<file path="src/rtl/multilane_block_lock_fsm.sv">
// Per-lane 66b sync-header block lock: locks after a run of valid headers, drops on too many invalid per window.
// Lock/index/slip are registered on the deciding test event; no backpressure, idle cycles simply hold lane state.
module multilane_block_lock_fsm #(
  parameter int N_LANES        = 20,
  parameter int NB_CODED_BLOCK = 66,
  parameter int MAX_WINDOW     = 1024,
  parameter int NB_INDEX       = $clog2(NB_CODED_BLOCK),
  parameter int NB_CNT         = $clog2(MAX_WINDOW + 1)
) (
  input  logic                         i_clock,
  input  logic                         i_reset,
  input  logic                         i_enable,
  input  logic                         i_valid,
  input  logic [N_LANES-1:0]           i_signal_ok,
  input  logic [N_LANES-1:0]           i_sh_valid,
  input  logic [NB_CNT-1:0]            i_lock_limit,
  input  logic [NB_CNT-1:0]            i_window_limit,
  input  logic [NB_CNT-1:0]            i_invalid_limit,
  input  logic                         i_clear_flags,
  output logic [N_LANES*NB_INDEX-1:0]  o_block_index,
  output logic [N_LANES-1:0]           o_block_lock,
  output logic                         o_all_lock,
  output logic [N_LANES-1:0]           o_slip,
  output logic [N_LANES-1:0]           o_lock_lost
);

  typedef enum logic {
    ST_UNLOCKED = 1'b0,
    ST_LOCKED   = 1'b1
  } lock_state_e;

  typedef struct packed {
    lock_state_e         state;
    logic [NB_INDEX-1:0] idx;
    logic [NB_CNT-1:0]   sh_cnt;
    logic [NB_CNT-1:0]   inv_cnt;
    logic                slip;
    logic                lost;
  } lane_t;

  lane_t              lane_q [N_LANES];
  lane_t              lane_d [N_LANES];
  logic [N_LANES-1:0] test_evt;

  assign test_evt = {N_LANES{i_enable & i_valid}} & i_signal_ok;

  function automatic logic [NB_CNT-1:0] sat_inc(input logic [NB_CNT-1:0] v);
    return (&v) ? v : v + NB_CNT'(1);
  endfunction

  function automatic logic [NB_INDEX-1:0] idx_inc(input logic [NB_INDEX-1:0] v);
    return (v == NB_INDEX'(NB_CODED_BLOCK - 1)) ? '0 : v + NB_INDEX'(1);
  endfunction

  function automatic lane_t lane_step(input lane_t cur, input logic test,
                                      input logic sig_ok, input logic shv);
    lane_t             nxt;
    logic [NB_CNT-1:0] sh_n;
    logic [NB_CNT-1:0] inv_n;
    nxt      = cur;
    nxt.slip = 1'b0;
    sh_n     = sat_inc(cur.sh_cnt);
    inv_n    = shv ? cur.inv_cnt : sat_inc(cur.inv_cnt);
    // Clear first so a lock-drop in the same cycle re-sets the flag.
    if (i_clear_flags) nxt.lost = 1'b0;
    if (!sig_ok) begin
      if (cur.state == ST_LOCKED) nxt.lost = 1'b1;
      nxt.state   = ST_UNLOCKED;
      nxt.idx     = '0;
      nxt.sh_cnt  = '0;
      nxt.inv_cnt = '0;
    end else if (test) begin
      if (cur.state == ST_UNLOCKED) begin
        if (!shv) begin
          nxt.idx    = idx_inc(cur.idx);
          nxt.slip   = 1'b1;
          nxt.sh_cnt = '0;
        end else if (sh_n >= i_lock_limit) begin
          nxt.state   = ST_LOCKED;
          nxt.sh_cnt  = '0;
          nxt.inv_cnt = '0;
        end else begin
          nxt.sh_cnt = sh_n;
        end
      end else begin
        if (inv_n >= i_invalid_limit) begin
          nxt.state   = ST_UNLOCKED;
          nxt.idx     = idx_inc(cur.idx);
          nxt.slip    = 1'b1;
          nxt.lost    = 1'b1;
          nxt.sh_cnt  = '0;
          nxt.inv_cnt = '0;
        end else if (sh_n >= i_window_limit) begin
          nxt.sh_cnt  = '0;
          nxt.inv_cnt = '0;
        end else begin
          nxt.sh_cnt  = sh_n;
          nxt.inv_cnt = inv_n;
        end
      end
    end
    return nxt;
  endfunction

  always_comb begin
    lane_d = lane_q;
    for (int k = 0; k < N_LANES; k++) begin
      lane_d[k] = lane_step(lane_q[k], test_evt[k], i_signal_ok[k], i_sh_valid[k]);
    end
  end

  always_ff @(posedge i_clock) begin
    if (i_reset) begin
      for (int k = 0; k < N_LANES; k++) lane_q[k] <= '0;
    end else begin
      lane_q <= lane_d;
    end
  end

  for (genvar k = 0; k < N_LANES; k++) begin : g_out
    assign o_block_index[k*NB_INDEX +: NB_INDEX] = lane_q[k].idx;
    assign o_block_lock[k] = (lane_q[k].state == ST_LOCKED);
    assign o_slip[k]       = lane_q[k].slip;
    assign o_lock_lost[k]  = lane_q[k].lost;
  end

  assign o_all_lock = &o_block_lock;

endmodule

</file>
<file path="config.mk">
export PLATFORM = sky130hd
export DESIGN_NAME = multilane_block_lock_fsm
export DESIGN_NICKNAME = d
export VERILOG_FILES = /design/src/rtl/multilane_block_lock_fsm.sv
export SDC_FILE = /design/constraint.sdc
export NUM_CORES = 2
export LEC_CHECK = 0
export ABC_AREA = 1
export CELL_PAD_IN_SITES_DETAIL_PLACEMENT = 0
export CELL_PAD_IN_SITES_GLOBAL_PLACEMENT = 1
export CORE_ASPECT_RATIO = 0.75
export CORE_MARGIN = 2
export CORE_UTILIZATION = 45
export CTS_BUF_LIST = sky130_fd_sc_hd__clkbuf_4
export DETAILED_ROUTE_END_ITERATION = 7
export PLACE_DENSITY_LB_ADDON = 0.2
export SLEW_MARGIN = 5
export SYNTH_ARGS = -nofsm -noshare
export SYNTH_HDL_FRONTEND = slang
export SYNTH_SLANG_ARGS = --single-unit
</file>
<file path="constraint.sdc">
create_clock -name i_clock -period 3.8 [get_ports i_clock]
set_input_delay 0.57 -clock i_clock [delete_from_list [all_inputs] [get_ports i_clock]]
set_output_delay 0.57 -clock i_clock [all_outputs]
set_load 0.02 [all_outputs]
</file>
==> flow_summary_export.csv <==
group,metric,value,unit
outcome,status,"complete, no violations",
floorplan,die_width,417,µm
yosys,async_flop_share,0,%
yosys,synth.area.top_cells,"dfxtp_1, nand2_1, ha_1, nor2_1, inv_1",
yosys,synth_edf_count,0,
global_routing,met3_usage,4.44,%
clocking,htreeDepth,4,
sta,slew_violations,0,
yosys,synth_top_family_by_area,"simple AND/OR/NAND/NOR gates",
place,port_buffers,278,
critical_path,critPathRequiredTime,3.23,ns
critical_path,arrival,3.07,ns
floorplan,io_pins,279,
sta,timing.fmax,275,MHz
place,dpl.hpwl,133000,µm
yosys,ys_ff_latch,640,
global_routing,grt_max_degree,29,
critical_path,critPathLaunchType,"register",
critical_path,worstSetupPathType,"register to output pin",
floorplan,start_util,45.4,%
critical_path,endpoint_kind,"output pin",
sta,fin_skew,0.0722,ns
global_routing,met1_usage,38.4,%
global_routing,gr-total-overflow,0,
clocking,clock_path_buffers,3,
sta,relSlewSlack,23.2,%
detailed_routing,drt_iter0_drc,4403,
detailed_routing,via_count,58382,
sta,hold_violations,0,
yosys,syn_area,0.0576,mm²
global_routing,antenna_found_initial,4,
yosys,synth-compound-area-share,10.3,%
critical_path,crit_fanout,10,
floorplan,die_h,314,µm
detailed_routing,finalWirelength,181000,µm
yosys,syn-instance-count,9283,
pwr,p_leak,31.4,nW
clocking,clock_sinks,640,
yosys,muxShareOfSynthArea,0.243,%
global_routing,grt_use_total,27.3,%
sta,period_share,95.8,%
place,gp_congestion,0.904,
floorplan,die_area,0.131,mm²
sta,setup_viol,0,
detailed_routing,ant_nets,0,
clocking,clk_pin_slew,0.06,ns
cells_and_area,nFillCells,13045,
job,maxCapViolations,0,
hold_path,hp-class,"input port to register",
sta,fin_crit,3.64,ns
cells_and_area,areaGrowthSynthToFinish,11.8,%
yosys,synth_area_leader_cell,"dfxtp_1",
yosys,ys_types,52,
yosys,yosys_warnings,0,
pwr,p_per_area,239,mW/mm²
yosys,netlist.area_leader.share,22.2,%
global_routing,top_usage_layer,"met2",
clocking,clk_latency,1.24,ns
cells_and_area,final_common_cell,"nand2_1",
detailed_routing,drt-wirelength-per-cell,15.9,µm
floorplan,core,0.127,mm²
global_routing,grt_pass1_vias,53092,
yosys,synth_flop_cell,"dfxtp_1",
sta,tightest_slew,1.15,ns
cells_and_area,drive_gt1_share,6.48,%
detailed_routing,drc_errors,0,
global_routing,grt_pass1_wl,288000,µm
yosys,yosysSeqAreaShare,22.2,%
detailed_routing,via_per_inst,5.13,
sta,hold_slack,0.130,ns
cells_and_area,post-route-util,50.8,%
yosys,synth_xor_area_share,3.47,%
clocking,cts_buffers,182,
pwr,ir_drop,303,µV
floorplan,fp-row-count,113,
detailed_routing,drt_first_pass_iters,6,
clocking,cts_tree,"done",
clocking,clk_root_buffer_cell,"clkbuf_4",
yosys,avgSynthCellArea,6.21,µm²
cells_and_area,fin_nets,10383,
yosys,postSynthNetCount,10101,
yosys,synthAdderAreaFrac,16.1,%
cells_and_area,layout_common_cells,"nand2_1, nor2_1, inv_1",
global_routing,use_met2,42.5,%
yosys,yosys.area_share.simple,36.0,%
[synthesized netlist by cell type, types with 6 or more instances]
library cell     n
a21boi_0         8
o21ai_1         14
nor3_1          91
and3_1           8
nand3b_1        33
nand2_1       2565
buf_1            9
nand3_2          6
nor3_2          10
dfxtp_1        640
and2_1           7
inv_2           26
o21a_1          16
mux2i_1         14
xor2_1         186
nand3_1        669
clkinv_1        19
nor2_1        1316
nand4_1        150
or2_2           23
a21oi_2         10
a21o_1          32
ha_1           740
inv_1         1161
o21ai_0        341
buf_2           49
xnor2_1         42
nor2_2          28
nor2_4          16
buf_4          208
a21oi_1        636
o211ai_1        19
o21bai_1         9
a31oi_1         13
nand2_2         15
clkbuf_1        95
nor4_1          23
[worst max-delay path, stage by stage, from the launching register on]
cell and delay [ns]:
dfxtp_1 0.47, clkinv_1 0.10, buf_4 0.22, nor4_1 0.51, nand3_1 0.15, nor3_1 0.18
buf_4 0.22
[cells by family after synthesis]
| logic type | Yosys count |
|---|---|
| AO/OA/AOI/OAI | 1115 |
| XOR/XNOR | 228 |
| adder cells (fa/ha/maj) | 740 |
| buffers and inverters | 1571 |
| flip-flops | 640 |
| multiplexers | 14 |
| AND/OR/NAND/NOR | 4975 |
[final timing paths]
path / slack [ns] / depth (start not counted) / from / to
hold / removal: 0.13 / 4 / i_signal_ok[19] / o_lock_lost[19]
hold reg to reg: 0.46 / 2 / lane_q[172] / lane_q[172]
setup reg to reg: 0.31 / 21 / lane_q[77] / lane_q[72]
setup / recovery: 0.16 / 6 / o_block_lock[8] / o_all_lock
[state kept, by name, summed over array words and instances, names as in the netlist]
signal and count:
o_block_index 140, o_block_lock 20, lane_q 440, o_slip 20, o_lock_lost 20
[final cells by class]
cell class              count  area (µm²)  area share [%]
clock inverters            61         300           0.466
well taps                1667        2090            3.24
clock buffers             268        2010            3.12
inverters                1207        4540            7.04
multi-input cells        7072       38100            59.1
flip-flops and latches    640       12800            19.9
diodes                      8        20.0          0.0311
repair buffers            462        4570            7.10
[stage by stage]
step	std cells	worst slack (ns)	setup TNS, ns	instance area [µm²]	power [mW]
2_1_floorplan	9283	0.934	0	57600	8.02
3_3_place_gp	11033	0.203	0	61900	8.79
3_5_place_dp	11033	0.171	0	61900	8.83
4_1_cts	11374	0.0666	0	64300	15.7
5_1_grt	11385	-0.00462	-0.00753	64400	16.2
6_report	11385	0.159	0	64400	15.4
[per-layer routing]
metal / part of all wire (%) / vias up / wire length [µm]
li1: - / 30348 / -
met1: 49 / 26283 / 88000
met2: 43 / 1475 / 77700
met3: 6.0 / 274 / 10900
met4: 2.6 / 2 / 4750
met5: 0.0072 / - / 13
[report_power, final]
group	internal [mW]	switching (mW)	leakage (nW)
clock network	3.36	3.35	1.38
registers	6.73	0.0241	5.16
logic	0.625	1.32	24.9
[what timing repair did]
action / 4_1_cts / 5_1_grt
hold endpoints to repair: 21 / 0
resized for setup: 1 / 11
hold buffers: 12 / 0
buffers inserted: 0 / 3
pin swaps: 0 / 1
endpoints found under the setup margin: 1 / 63
Power figures use the tool's default switching activity.
